$ cat config.mk
export PLATFORM = sky130hd
export DESIGN_NAME = button_debounce_fsm
export DESIGN_NICKNAME = d
export VERILOG_FILES = /design/src/rtl/button_debounce_fsm.sv
export SDC_FILE = /design/constraint.sdc
export NUM_CORES = 1
export LEC_CHECK = 0
export CAP_MARGIN = 5
export CORE_ASPECT_RATIO = 0.6
export CORE_MARGIN = 4
export CORE_UTILIZATION = 35
export CTS_BUF_LIST = sky130_fd_sc_hd__clkbuf_16
export CTS_CLUSTER_SIZE = 24
export DETAILED_ROUTE_END_ITERATION = 8
export SLEW_MARGIN = 20
export SYNTH_ARGS = -nofsm -noshare
export SYNTH_HDL_FRONTEND = slang
export SYNTH_SLANG_ARGS = --single-unit
$ cat constraint.sdc
create_clock -name clk -period 2.5 [get_ports clk]
set_input_delay 0.5 -clock clk [delete_from_list [all_inputs] [get_ports clk]]
set_output_delay 0.5 -clock clk [all_outputs]
set_load 0.1 [all_outputs]
$ cat src/rtl/button_debounce_fsm.sv
// button_debounce_fsm
//   Debounces one raw push-button. The button is sampled only on tick cycles
//   (1 ms strobes). A press or a release is accepted only after STABLE_TICKS
//   consecutive agreeing samples. While the button is held, the block emits
//   auto-repeat strobes: the first after HOLD_TICKS, then one every REPEAT_TICKS.
//
// Ports
//   clk            system clock
//   rst            asynchronous, active-high reset
//   tick           1-cycle sample strobe from the upstream pulse generator
//   btn_in         raw asynchronous button, active-high
//   btn_level      debounced button level (registered)
//   press_pulse    1-clk strobe on an accepted press
//   repeat_pulse   1-clk strobe per auto-repeat while held
//   release_pulse  1-clk strobe on an accepted release
module button_debounce_fsm #(
  parameter int STABLE_TICKS = 20,
  parameter int HOLD_TICKS   = 500,
  parameter int REPEAT_TICKS = 100,
  parameter int CNT_W        = 10
) (
  input  logic clk,
  input  logic rst,
  input  logic tick,
  input  logic btn_in,
  output logic btn_level,
  output logic press_pulse,
  output logic repeat_pulse,
  output logic release_pulse
);

  localparam logic [CNT_W-1:0] ONE = CNT_W'(1);
  localparam logic [CNT_W-1:0] STB = CNT_W'(STABLE_TICKS);
  localparam logic [CNT_W-1:0] HLD = CNT_W'(HOLD_TICKS);
  localparam logic [CNT_W-1:0] RPT = CNT_W'(REPEAT_TICKS);

  typedef enum logic [2:0] {
    IDLE,
    ARM_PRESS,
    PRESSED,
    REPEAT,
    ARM_RELEASE
  } state_t;

  state_t           state;
  logic [CNT_W-1:0] cnt;
  logic [CNT_W-1:0] cnt_inc;
  logic             meta, sync;

  // Two-flop synchronizer; only sync is ever looked at by the FSM.
  always_ff @(posedge clk or posedge rst) begin
    if (rst) begin
      meta <= 1'b0;
      sync <= 1'b0;
    end else begin
      meta <= btn_in;
      sync <= meta;
    end
  end

  assign cnt_inc = cnt + ONE;

  always_ff @(posedge clk or posedge rst) begin
    if (rst) begin
      state         <= IDLE;
      cnt           <= '0;
      btn_level     <= 1'b0;
      press_pulse   <= 1'b0;
      repeat_pulse  <= 1'b0;
      release_pulse <= 1'b0;
    end else begin
      // Strobes drop back after one clk unless re-asserted below.
      press_pulse   <= 1'b0;
      repeat_pulse  <= 1'b0;
      release_pulse <= 1'b0;
      if (tick) begin
        case (state)
          IDLE: begin
            if (sync) begin
              // With STABLE_TICKS==1 the first agreeing sample already qualifies.
              if (ONE == STB) begin
                state       <= PRESSED;
                cnt         <= '0;
                press_pulse <= 1'b1;
                btn_level   <= 1'b1;
              end else begin
                state <= ARM_PRESS;
                cnt   <= ONE;
              end
            end
          end
          ARM_PRESS: begin
            if (!sync) begin
              state <= IDLE;
              cnt   <= '0;
            end else if (cnt_inc == STB) begin
              state       <= PRESSED;
              cnt         <= '0;
              press_pulse <= 1'b1;
              btn_level   <= 1'b1;
            end else begin
              cnt <= cnt_inc;
            end
          end
          PRESSED, REPEAT: begin
            if (!sync) begin
              if (ONE == STB) begin
                state         <= IDLE;
                cnt           <= '0;
                release_pulse <= 1'b1;
                btn_level     <= 1'b0;
              end else begin
                state <= ARM_RELEASE;
                cnt   <= ONE;
              end
            end else if (cnt_inc == ((state == PRESSED) ? HLD : RPT)) begin
              state        <= REPEAT;
              cnt          <= '0;
              repeat_pulse <= 1'b1;
            end else begin
              cnt <= cnt_inc;
            end
          end
          ARM_RELEASE: begin
            if (sync) begin
              // Bounce back to held: hold delay restarts, no new press strobe.
              state <= PRESSED;
              cnt   <= '0;
            end else if (cnt_inc == STB) begin
              state         <= IDLE;
              cnt           <= '0;
              release_pulse <= 1'b1;
              btn_level     <= 1'b0;
            end else begin
              cnt <= cnt_inc;
            end
          end
          default: begin
            state     <= IDLE;
            cnt       <= '0;
            btn_level <= 1'b0;
          end
        endcase
      end
    end
  end

endmodule

Yosys cells after proc, flatten, opt, wreduce, memory -nomap -nowiden

Cells that the tools add are included.

Add/sub/neg operators: 1
Equality and inequality tests: 14
Mux-type cells: 32
Bitwise operators: 1
Reductions and logical operators: 6

Operators with widths:

| operator                                             | count |
|---|---|
| 2-to-1 mux 10 bit                                    | 6 |
| case mux 10 bit (4 select lines)                     | 1 |
| 2-to-1 mux 3 bit                                     | 7 |
| 2-to-1 mux 1 bit                                     | 15 |
| case mux 3 bit (4 select lines)                      | 1 |
| adder 10 x 1 -> 10 bit, second input constant        | 1 |
| equality test 10 x 5 -> 1 bit, second input constant | 1 |
| equality test 10 x 9 -> 1 bit                        | 1 |
| != test 2 bit, second input constant                 | 5 |
| 2-to-1 mux 9 bit                                     | 1 |
| != test 3 bit, second input constant                 | 3 |
| equality test 3 x 2 -> 1 bit, second input constant  | 2 |
| AND reduction 6 bit                                  | 1 |
| AND reduction 5 bit                                  | 1 |
| equality test 3 x 1 -> 1 bit, second input constant  | 1 |
| equality test 3 bit, second input constant           | 1 |
| zero test 3 bit                                      | 1 |
| case mux 1 bit (3 select lines)                      | 1 |
| OR reduction 3 bit                                   | 1 |
| AND reduction 2 bit                                  | 1 |
| OR reduction 2 bit                                   | 1 |
| NOT 1 bit                                            | 1 |

Bits in registers: 19
Input bits: 4
Logic and storage cells: 62

Logic depth before layout (Yosys ltp)

Gate-level depths: netlist (run 1).

Depth after elaboration: 7
Mapped depth: 8
Depth with buffers taken out: 7

Worst setup path before layout (run 1)

OpenSTA, ideal clock, no wires.

Kind: flip-flop to flip-flop
Start point: register cnt[0]
End point: register state[0]
Library setup time: 0.120 ns
Data arrival time: 2.177 ns
Setup slack: 0.204 ns
Stages on the path, launching flop included: 8
Path buffers: 0
Cells stage by stage: dfrtp_1 ha_1 xor2_1 or4b_4 a21boi_2 o21bai_2 mux2_4 a31o_1

Word-level cells in the longest chain between the ends: 4
Elaborated cells on any way between the ends: 7
Classes of those cells: add/sub: 1; eq/ne: 5; reduce/logical: 1

Ends and longest elaborated chain:

| element                                                                        | RTL line     | RTL |
|---|---|---|
| start, declared                                                                | 46           | `logic [CNT_W-1:0] cnt;` |
| start signal, assigned                                                         | 102          | `cnt <= cnt_inc;` |
| start signal, assigned                                                         | 121          | `cnt <= cnt_inc;` |
| start signal, assigned                                                         | 135          | `cnt <= cnt_inc;` |
| adder 10 x 1 -> 10 bit (*)                                                     | 61           | `assign cnt_inc = cnt + ONE;` |
| equality test 10 x 9 -> 1 bit or equality test 10 x 5 -> 1 bit (tied branches) | 116, 96, 129 |  |
| != test 3 bit (no source line)                                                 | -            |  |
| AND reduction 5 bit (no source line) (*)                                       | -            |  |
| end signal, assigned                                                           | 65           | `state <= IDLE;` |
| end signal, assigned                                                           | 113          | `state <= ARM_RELEASE;` |
| end signal, assigned                                                           | 117          | `state <= REPEAT;` |
| end, declared                                                                  | 45           | `state_t state;` |

Mark *: on every way between the ends. The rest lies on a longest branch, timed or not.
A chain may end at the register's enable or synchronous reset.

Worst setup path after layout (run 1)

Start point: register cnt[0]
End point: register cnt[6]

Word-level cells in the longest chain between the ends: 5
Elaborated cells on any way between the ends: 9
Classes of those cells: add/sub: 1; eq/ne: 2; mux: 6

Ends and longest elaborated chain:

| element                                                                        | RTL line     | RTL |
|---|---|---|
| adder 10 x 1 -> 10 bit (*)                                                     | 61           |  |
| equality test 10 x 5 -> 1 bit or equality test 10 x 9 -> 1 bit (tied branches) | 96, 129, 116 |  |
| 2-to-1 mux 10 bit, on equally long branches                                    | 96, 129, 116 |  |
| 2-to-1 mux 10 bit, on equally long branches                                    | 125, 106, 93 |  |
| case mux 10 bit (4 select lines) (*)                                           | 77           | `case (state)` |

Marked as above.

==> results.json, run 1 <==
{
  "overflow": 0,
  "r2r-start": "cnt[0]",
  "finalSetupViolCount": 0,
  "vias": 1135,
  "drc": 0,
  "drive_gt1_frac": 0.212,
  "wl_um": 3200,
  "grt_util_all_layers": 0.154,
  "syn_inst": 137,
  "ys_seq_area_frac": 0.390,
  "critical_path_class": "reg -> reg",
  "max_freq_mhz": 423,
  "vias_per_cell": 5.79,
  "slew_headroom": 0.514,
  "drtIter0Drc": 157,
  "grt_pass1_vias": 1081,
  "htree_levels": 1,
  "dp_hpwl_um": 2370,
  "p_int_w": 0.000795,
  "ant_nets": 0,
  "firstDrtPassIters": 4,
  "clk_pin_slew_ns": 0.06,
  "hold_path.startpoint": "meta",
  "syn_area_mm2": 0.00122,
  "ys_ff_latch": 19,
  "io_pins": 8,
  "grt_antenna_before_repair": 0,
  "initial_utilization": 0.369,
  "power.total_w": 0.00128,
  "nets": 157,
  "hold_violations": 0,
  "synth_cell_types": 44,
  "wire_per_inst_um": 16.3,
  "numPortBuffers": 7,
  "cp-startpoint": "cnt[0]",
  "dieArea_mm2": 0.00452,
  "power_density_mw_per_mm2": 850,
  "rows": 16,
  "synth_top_flop_cell": "dfrtp_1",
  "die_x_um": 84.2,
  "syn_avg_cell_area_um2": 8.90,
  "cp-start-kind": "flop",
  "tns_ns": 0,
  "cts_setup_buffers": 0,
  "root_buffer": "clkbuf_16",
  "clock_sinks": 19,
  "combPwrFrac": 0.394,
  "seqPwrFrac": 0.343,
  "design_area_mm2": 0.00150,
  "finClkSkew_ns": 0.00708,
  "fill_cells": 317,
  "hp-class": "reg -> reg",
  "ir_drop_mv": 0.474,
  "p_leak_nw": 0.587,
  "dieHeight_um": 53.7,
  "gp_congestion": 0.919,
  "area_growth_pct": 23.3,
  "cap_violations": 0,
  "dp_cells": 192,
  "report.final.slew_viol_count": 0,
  "worst_pin_slew_ns": 0.729,
  "grt_pass1_wl_um": 5260,
  "yosys_warnings": 0,
  "cp.required_ns": 2.63,
  "grt_max_degree": 20,
  "synth_nets": 142,
  "p_sw_w": 0.000482,
  "async_flop_share": 1.00,
  "period_minus_slack_ns": 2.37,
  "clock_path_buffers": 2,
  "tritoncts": "yes",
  "critPathCaptureType": "flop",
  "synth-edff-count": 0,
  "clk_latency_ns": 0.26,
  "ctsResizeCount": 0,
  "cts-buffers-inserted": 3,
  "path_max_fanout": 6,
  "place_area_mm2": 0.00138,
  "fp.coreArea_mm2": 0.00330,
  "utilization": 0.455,
  "post-route-period-util": 0.947,
  "switching_share": 0.378,
  "p_clk_frac": 0.263,
  "crit_arrival_ns": 2.50,
  "n_antenna_cell": 0,
  "hold_buffers": 0,
  "rsz0062_at_grt": "no",
  "final_cells": 196,
  "status": "completed"
}
==> cell families after synthesis <==
logic type	synth area share
AO/OA/AOI/OAI	0.258
buffers and inverters	0.0390
XOR/XNOR	0.0359
flip-flops	0.390
AND/OR/NAND/NOR	0.246
adder cells (fa/ha/maj)	0.0103
multiplexers	0.0205
==> cells in the mapped netlist, types with 2 or more instances <==
master,instances,area share
o21bai_1,2,0.012
nand2_1,17,0.052
nor2_1,8,0.025
nor4_1,2,0.010
buf_2,2,0.0082
xor2_1,2,0.014
nor4b_1,2,0.014
clkbuf_1,5,0.015
a31oi_1,4,0.021
nor3b_1,2,0.012
o221ai_1,3,0.022
inv_1,5,0.015
a21o_1,2,0.012
o21ai_0,9,0.037
nand3_1,6,0.025
xnor2_1,3,0.022
nand3b_1,2,0.012
dfrtp_1,19,0.39
o31ai_1,4,0.025
or2_2,2,0.010
a21oi_1,5,0.021
a211oi_1,4,0.025
nor3_1,6,0.025
==> through the flow <==
stage	worst slack, ns	hold slack (ns)
floorplan	0.204	0.331
global placement	0.0878	0.338
detailed placement	0.0662	0.373
CTS	0.0591	0.384
global route	0.0272	0.386
finish	0.134	0.385
==> layout make-up <==
type / instances / area, µm² / share of cell area
clock inverters: 1 / 5.00 / 0.00333
clock buffers: 3 / 75.1 / 0.0500
repair buffers: 17 / 135 / 0.0899
well taps: 45 / 56.3 / 0.0375
flip-flops and latches: 19 / 475 / 0.316
inverters: 5 / 18.8 / 0.0125
multi-input cells: 106 / 737 / 0.490
==> registers in the layout, summed over array words and instances, names as in the netlist <==
| signal | cells |
|---|---|
| state | 3 |
| sync | 1 |
| cnt | 10 |
| btn_level | 1 |
| repeat_pulse | 1 |
| release_pulse | 1 |
| meta | 1 |
| press_pulse | 1 |
==> path summary, 6_finish.rpt <==
| check | slack [ns] | cells after the start | endpoint |
|---|---|---|---|
| worst max-delay path | 0.13 | 7 | cnt[6] |
| worst min-delay path | 0.38 | 0 | sync |
| worst max register to register | 0.13 | 7 | cnt[6] |
| worst min register to register | 0.38 | 0 | sync |
| max in group asynchronous | 1.37 | 2 | cnt[7] |
| min in group asynchronous | 0.67 | 2 | btn_level |
==> power by group through the flow <==
stage	Combinational [W]	Sequential, W	Clock [W]
5_1_grt	0.000564	0.000447	0.000356
4_1_cts	0.000487	0.000435	0.000341
6_report	0.000503	0.000439	0.000336
2_1_floorplan	0.000345	0.000414	0
3_3_place_gp	0.000487	0.000438	0
3_5_place_dp	0.000483	0.000440	0
==> metal layers <==
layer  wire, µm  track usage  up-vias
li1           -            -      538
met1       1640        0.223      547
met2       1260        0.223       46
met3        276       0.0474        4
met4         18       0.0401        0
met5          0            0        -
==> layout by cell type (no fill, tap or decap), types with 2 or more instances in the layout <==
cell type        instances
buf_4                   14
o21ai_0                  8
a21o_1                   2
or2_2                    2
inv_1                    5
a31oi_1                  4
nor4_1                   2
a211oi_1                 4
nand3b_1                 2
nor3_1                   5
nor2_1                   8
xnor2_1                  3
clkdlybuf4s50_1          3
a21oi_1                  5
dfrtp_1                 19
o221ai_1                 3
o21bai_1                 2
nand3_1                  6
xor2_1                   2
nor3b_1                  2
nand2_1                 17
o21ai_1                  2
clkbuf_16                3
o31ai_1                  4
==> worst max-delay path, cell delays in order, from the launching register on <==
cell and delay (ns):
dfrtp_1 0.38, ha_1 0.28, xor2_1 0.17, or4b_4 0.57
a2111oi_4 0.43, nor3_4 0.12, o221ai_1 0.19, o211ai_1 0.11
(Power assumes the default switching activity.)
==> run 2, diff against run 1 <==
--- a/config.mk
+++ b/config.mk
@@ -6,12 +6,13 @@
 export NUM_CORES = 1
 export LEC_CHECK = 0
 export CAP_MARGIN = 5
-export CORE_ASPECT_RATIO = 0.6
+export CORE_ASPECT_RATIO = 1.75
 export CORE_MARGIN = 4
 export CORE_UTILIZATION = 35
 export CTS_BUF_LIST = sky130_fd_sc_hd__clkbuf_16
 export CTS_CLUSTER_SIZE = 24
 export DETAILED_ROUTE_END_ITERATION = 8
+export SKIP_LAST_GASP = 1
 export SLEW_MARGIN = 20
 export SYNTH_ARGS = -nofsm -noshare
 export SYNTH_HDL_FRONTEND = slang
==> run 2 against run 1 <==
Against the previous run: sequential power shrank 1%; clock power is essentially flat; fmax grew 1.2%; wire length shrank 3.7%; non-clock buffer count shrank 2; via count shrank 2.8%; largest cell class unchanged; highest routed layer unchanged.
==> results.json, run 2 (synthesized netlist as in run 1, its figures left out) <==
{
  "ant_nets": 0,
  "utilization": 0.444,
  "clk_latency_ns": 0.25,
  "fill_cells": 337,
  "layout_common_cells": "dfrtp_1, nand2_1, buf_4, nor2_1, o21ai_0",
  "drive_gt1_frac": 0.208,
  "worst_slack_ns": 0.161,
  "wl_um": 3080,
  "cts-buffers-inserted": 3,
  "io_pins": 8,
  "vias_per_cell": 5.69,
  "initial_utilization": 0.362,
  "cp.required_ns": 2.63,
  "critPathMaxStageDelay_ns": 0.57,
  "r2r_cells": 7,
  "clk_pin_slew_ns": 0.06,
  "slew_headroom": 0.493,
  "cp_top_family": "compound AO/OA/AOI/OAI gates",
  "design_area_mm2": 0.00149,
  "grt_pass1_wl_um": 5100,
  "p_leak_nw": 0.579,
  "power_density_mw_per_mm2": 843,
  "fp.coreArea_mm2": 0.00336,
  "path_buf_inv": 0,
  "critPathSlowestCell": "or4b_4",
  "rsz0062_at_grt": "no",
  "grt_util_all_layers": 0.151,
  "largest_register": "cnt",
  "finalSetupViolCount": 0,
  "wire_per_inst_um": 15.9,
  "grt_max_degree": 20,
  "hold_violations": 0,
  "drc": 0,
  "critical_path_class": "reg -> reg",
  "holdPathStages": 0,
  "crit_cells": 7,
  "die_x_um": 52.6,
  "grt_pass1_vias": 1164,
  "htree_levels": 1,
  "worst_pin_slew_ns": 0.760,
  "max_freq_mhz": 428,
  "largest_reg_flops": 10,
  "clock_sinks": 19,
  "vias": 1103,
  "critPathCaptureType": "flop",
  "path_cells": "ha_1 -> xor2_1 -> or4b_4 -> a2111oi_4 -> nor3_4 -> o221ai_1 -> o211ai_1",
  "dieArea_mm2": 0.00453,
  "gp_congestion": 0.863,
  "place_area_mm2": 0.00137,
  "reg.largest.list": "cnt x10, state x3",
  "root_buffer": "clkbuf_16",
  "status": "completed",
  "path_max_fanout": 6,
  "drtIter0Drc": 31,
  "period_minus_slack_ns": 2.34,
  "dieHeight_um": 86.1,
  "overflow": 0,
  "area_growth_pct": 22.5,
  "ir_drop_mv": 0.466,
  "crit_arrival_ns": 2.47,
  "n_antenna_cell": 0,
  "cp-start-kind": "flop",
  "report.final.slew_viol_count": 0,
  "clock_path_buffers": 2,
  "final_common_cell": "dfrtp_1",
  "dp_hpwl_um": 2290,
  "firstDrtPassIters": 4,
  "finClkSkew_ns": 0.00138,
  "numPortBuffers": 7,
  "grt_antenna_before_repair": 0,
  "hp-class": "reg -> reg",
  "nets": 155,
  "rows": 28,
  "post-route-period-util": 0.936,
  "pre_cts_slack_ns": 0.0670,
  "tritoncts": "yes",
  "tns_ns": 0,
  "cap_violations": 0
}
-- run 2: cell count changes in the layout (fill, tap and decap cells not counted), sizes merged --
cell and delta:
buf -2
-- run 2: path summary, 6_finish.rpt --
path	startpoint	to	slack, ns
worst max-delay path	cnt[0]	cnt[6]	0.16
worst min-delay path	meta	sync	0.35
worst max register to register	cnt[0]	cnt[6]	0.16
worst min register to register	meta	sync	0.35
max in group asynchronous	rst	btn_level	1.34
min in group asynchronous	rst	cnt[1]	0.68
-- run 2: where the power goes --
part / total, W / internal, W / switching (W)
sequential: 0.000434 / 0.000359 / 0.0000742
combinational: 0.000486 / 0.000212 / 0.000274
clock: 0.000339 / 0.000215 / 0.000124
-- run 2: cell type report --
cell class / instances / area, µm² / share of cell area
Clock buffer: 3 / 75.1 / 0.0503
Tap cell: 45 / 56.3 / 0.0377
Clock inverter: 1 / 5.00 / 0.00335
Timing Repair Buffer: 15 / 120 / 0.0805
Sequential cell: 19 / 475 / 0.319
Inverter: 5 / 18.8 / 0.0126
Multi-Input combinational cell: 106 / 742 / 0.497
-- run 2: stage by stage --
step           total power (W)  hold slack (ns)  instances
2_1_floorplan         0.000759            0.331        137
3_3_place_gp          0.000891            0.333        190
3_5_place_dp          0.000904            0.337        190
4_1_cts                0.00125            0.351        194
5_1_grt                0.00135            0.370        194
6_report               0.00126            0.347        194
-- run 2: what timing repair did --
action | in CTS | in global routing
hold buffers | 0 | 0
endpoints found under the setup margin | 0 | 6
gates resized for setup | 0 | 9
buffers inserted | 0 | 0
-- run 2: routing by layer --
metal / vias to the layer above / track usage / part of all wire
li1: 534 / - / -
met3: 11 / 0.0278 / 0.032
met1: 533 / 0.137 / 0.36
met5: - / 0 / 0
met4: 0 / 0.112 / 0.041
met2: 25 / 0.277 / 0.57
